### src/rtl/booth4_pp_gen.sv
// booth4_pp_gen: radix-4 Booth partial-product generator, 8x8 signed.
// Recodes one Booth digit per cycle into four weighted 16-bit products.
module booth4_pp_gen (
   input  logic        clk,
   input  logic        rst,
   input  logic        in_valid,
   output logic        in_ready,
   input  logic [7:0]  multiplicand,
   input  logic [7:0]  multiplier,
   output logic [15:0] pp1,
   output logic [15:0] pp2,
   output logic [15:0] pp3,
   output logic [15:0] pp4,
   output logic [3:0]  zero_mask,
   output logic        out_valid,
   input  logic        out_ready
);
   typedef enum logic [1:0] {IDLE, ENCODE, DONE} state_t;

   state_t      state;
   logic [1:0]  cnt;
   logic [7:0]  x;
   logic [7:0]  y;
   logic [8:0]  ye;
   logic [2:0]  trip;
   logic [15:0] xs;
   logic [15:0] mag;
   logic [15:0] term;
   logic [15:0] prod;
   logic        neg;
   logic        is_zero;

   assign in_ready  = (state == IDLE);
   assign out_valid = (state == DONE);

   // ye[0] is the implicit Y[-1]=0 below the LSB
   assign ye   = {y, 1'b0};
   assign trip = ye[{cnt, 1'b0} +: 3];
   assign xs   = {{8{x[7]}}, x};

   always_comb begin
      mag     = '0;
      neg     = 1'b0;
      is_zero = 1'b0;
      unique case (trip)
         3'b001, 3'b010: mag = xs;
         3'b011:         mag = xs << 1;
         3'b100: begin
            mag = xs << 1;
            neg = 1'b1;
         end
         3'b101, 3'b110: begin
            mag = xs;
            neg = 1'b1;
         end
         default: is_zero = 1'b1;
      endcase
      term = neg ? (~mag + 16'd1) : mag;
      prod = term << {cnt, 1'b0};
   end

   always_ff @(posedge clk or posedge rst) begin
      if (rst) begin
         state     <= IDLE;
         cnt       <= 2'd0;
         x         <= '0;
         y         <= '0;
         pp1       <= '0;
         pp2       <= '0;
         pp3       <= '0;
         pp4       <= '0;
         zero_mask <= '0;
      end else begin
         unique case (state)
            IDLE: begin
               if (in_valid) begin
                  x         <= multiplicand;
                  y         <= multiplier;
                  pp1       <= '0;
                  pp2       <= '0;
                  pp3       <= '0;
                  pp4       <= '0;
                  zero_mask <= '0;
                  cnt       <= 2'd0;
                  state     <= ENCODE;
               end
            end
            ENCODE: begin
               // zero digits leave their product register untouched
               if (is_zero) begin
                  zero_mask[cnt] <= 1'b1;
               end else begin
                  unique case (cnt)
                     2'd0: pp1 <= prod;
                     2'd1: pp2 <= prod;
                     2'd2: pp3 <= prod;
                     2'd3: pp4 <= prod;
                  endcase
               end
               cnt <= cnt + 2'd1;
               if (cnt == 2'd3) state <= DONE;
            end
            DONE: begin
               if (out_ready) state <= IDLE;
            end
            default: state <= IDLE;
         endcase
      end
   end
endmodule
### config.mk
export PLATFORM = sky130hd
export DESIGN_NAME = booth4_pp_gen
export DESIGN_NICKNAME = d
export VERILOG_FILES = /design/src/rtl/booth4_pp_gen.sv
export SDC_FILE = /design/constraint.sdc
export NUM_CORES = 1
export LEC_CHECK = 0
export ABC_AREA = 1
export CORE_MARGIN = 5
export CORE_UTILIZATION = 35
export DETAILED_ROUTE_END_ITERATION = 10
export GPL_TIMING_DRIVEN = 0
export PLACE_DENSITY = 0.58
export SLEW_MARGIN = 20
export SYNTH_ARGS = -nofsm -noshare
export SYNTH_HDL_FRONTEND = slang
export SYNTH_SLANG_ARGS = --single-unit
### constraint.sdc
create_clock -name clk -period 3.41 [get_ports clk]
set_clock_uncertainty 0.05 [all_clocks]
set_input_delay 1.023 -clock clk [delete_from_list [all_inputs] [get_ports clk]]
set_output_delay 1.023 -clock clk [all_outputs]
set_load 0.05 [all_outputs]
==> results.md <==
* First-pass GRT wire length at 20,300 um
* GRT Overall Usage at 16.0%
* Largest net degree at the start of global routing at 59
* Synth-to-layout area growth at 34.1%
* Fin crit share at 92.3%
* Via Count at 3,931
* Width of the die at 124 um
* Clk pin slew, worst setup/hold paths at 0.07 ns
* Gr ovfl total at 0
* Main area contributors after synthesis: dfrtp_1 48%, nand2_1 20%, nand3_1 5.0%, nand3_2 4.2%, inv_1 2.9%
* Mapped Avg Cell Area at 8.20 sq um
* Die height at 124 um
* Synth async-reset ratio at 100%
* Cells along the critical path: buf_6, inv_4, buf_8, or2_2, a31oi_4, inv_2, ha_1, inv_2, nand2_8, nand3_2, nand2_1, inv_1, ha_2, nand3_2, nor2_4, nand3_2, nand2_1, nand2_1, nand2_2, nand2_2, nand3_2, nand2_4, nand2_1, nand2_1
* Synth top area share at 48.2%
* Relative slew margins at 57.6%
* Reg2reg end: pp1[8]$_DFFE_PP0P_
* Vias per std cell at 4.67
* I/O pin cnt at 90
* Row count at 41
* Post-Syn Nets at 587
* Final Hold Viols at 0
* CP max stage delay at 0.37 ns
* Post-Route WL at 12,000 um
* Seq/Total Area, Yosys at 48.2%
* DR WL met3 at 594 um
* WL per Instance at 14.3 um
* Max-cap viol count at 0
* Total CTS buffers at 9
* Final Cell Area at 6130 sq um
* Share of cells above drive strength 1 at 17.8%
* Port-buffer cells at 89
* Biggest area consumer among synthesized cells: dfrtp_1
* ANT nets after route at 0
* CP dominant cell by count: nand2_1
* Initial antenna violation count at 0
* Synth Instances at 558
* Pre-antenna DRT Iters at 4
* N_diodes at 0
* Primary FF master, synth: dfrtp_1
* Final setup viols at 0
* Final worst path period need at 3.15 ns
* Worst EP required at 3.60 ns
* Clk sinks at 88
* Placed Area at 5710 sq um
* HP Start: pp3[0]$_DFFE_PP0P_
* Seq cells post-synth at 88
* Gp weighted congestion at 0.857
* R2R Path Start: cnt[0]$_DFFE_PP0P_
* Number of remaining DRC errors at 0
* TritonCTS clock tree: done
* Outcome: finished, final reports clean
* FF-to-FF path depth at 24
* Worst Hold Path Cells at 2
* Setup ws final at 0.263 ns
* Cell Area, Synth at 4570 sq um
* Core area at 12,700 sq um
* M1 WL at 5630 um
* Highest Signal Layer: met4
* Vias in the first global route at 3,927
* CP max FO at 11
* Post-synth EDFFs at 0
* CP max-delay cell: dfrtp_1
* CTS root buffer: clkbuf_16
* Dpl ws at -0.481 ns
* Final-report max-slew violation count at 0
* WL met2 at 5540 um
* Initial drt markers at 288
* Clock Tree Buf Depth at 2
* Hold EP: pp3[0]$_DFFE_PP0P_
* Die Footprint at 15,500 sq um
* Peak Freq at 318 MHz
* Fillers at 1,276
* CP endpoint kind: flop
* Hold WC Path Type: reg -> reg
* Origin of the worst setup path: cnt[0]$_DFFE_PP0P_
* WP data arrival at 3.34 ns
* Initial Utilization at 35.9%
* Critical Path Start Type: flop
* Reg-to-reg slack, setup at 0.26 ns
* Worst Tran Pin Value at 0.636 ns
* Kind of critical path: reg -> reg
* Post-DP HPWL at 9160 um
* Netlist cell types at 37
* H-tree Lvls at 3
* Hold_buf cts at 0
* Synth warn at 0
* Total Nets Final at 693
* Worst-Skew Late Latency at 0.35 ns
[per-layer routing]
layer	vias to the layer above	global-route usage (%)
met5	-	0
met4	0	6.32
met3	17	3.77
met2	101	24.9
met1	1850	21.5
li1	1963	-
[sequential cells by signal, indices dropped and copies added, names as in the netlist]
signal     count
pp2           16
pp4           16
y              8
state          2
pp3           16
cnt            2
pp1           16
x              8
zero_mask      4
[cell type report]
class	count	area, sq um	area share, %
flip-flops and latches	88	2200	35.9
multi-input cells	407	2140	35.0
repair buffers	97	971	15.8
clock buffers	10	239	3.90
well taps	172	215	3.51
inverters	44	180	2.94
plain buffers	17	130	2.12
clock inverters	6	50.0	0.816
[per-stage QoR]
stage	std cells	setup TNS, ns	utilization (%)	hold WS (ns)
5_1_grt	841	-0.0452	48.2	0.452
3_3_place_gp	819	-126.18	44.6	0.414
4_1_cts	834	0	47.3	0.424
6_report	841	0	48.2	0.423
2_1_floorplan	558	0	-	0.399
3_5_place_dp	820	-17.32	44.9	0.407
[synthesized netlist by cell type (3+ instances only)]
cell type	instances
nor2_2	4
nor2_4	5
ha_1	9
nand3_2	19
buf_2	4
dfrtp_1	88
nand2_1	248
nand2_4	3
o21ai_1	3
inv_4	4
o21ai_2	5
nand2_2	13
inv_1	35
inv_2	4
buf_6	4
nand3_4	3
clkbuf_1	6
nor2_1	15
nand3_1	46
buf_4	5
o21ai_0	16
a21oi_1	4
[critical path: cells and delay by family, from the launching register on]
family / cells / cell delay (ns)
AOI/OAI and AO/OA: 1 / 0.22
buffers and inverters: 6 / 0.55
DFF: 1 / 0.37
and+or+nand+nor: 15 / 1.47
adders and majority gates: 2 / 0.39
[worst max-delay path by stage]
stage | to | slack [ns] | cells past startpoint
after CTS | pp1[8]$_DFFE_PP0P_ | 0.06 | 24
after global placement | state[0]$_DFFE_PP0P_ | -1.29 | 2
after detailed placement | pp1[6]$_DFFE_PP0P_ | -0.48 | 20
after global routing | pp2[10]$_DFFE_PP0P_ | -0.03 | 24
final | pp1[8]$_DFFE_PP0P_ | 0.26 | 24
after floorplan | cnt[0]$_DFFE_PP0P_ | 0.06 | 1
[kinds of logic (layout without fill, tap and decap cells)]
kind of cell / count (synthesis) / count (layout) / share of synthesized area (%)
simple gates: 360 / 360 / 37.2
buf+inv: 63 / 174 / 6.57
compound gates: 37 / 37 / 5.44
xor+xnor: 1 / 1 / 0.192
fa+ha+maj: 9 / 9 / 2.46
flops: 88 / 88 / 48.2
[layout by cell type (no fill, tap or decap), drive strengths merged, types with 2 or more instances in the layout]
cell type and n:
nand2 265, clkdlybuf4s50 89, dfrtp 88, nand3 68, inv 46, o21ai 24
nor2 24, buf 20, clkbuf 15, ha 9, a21oi 5, clkinv 3
a31oi 2, o22ai 2
[timing repair]
action / 4_1_cts / 5_1_grt
setup endpoints to repair: 64 / 41
pin swaps: 0 / 6
cloned: 0 / 0
setup buffers: 0 / 7
resized for setup: 6 / 19
Power is left out: the tool's default activity adds up to more than one toggle a clock period on the data nets, which glitch-free logic cannot reach.
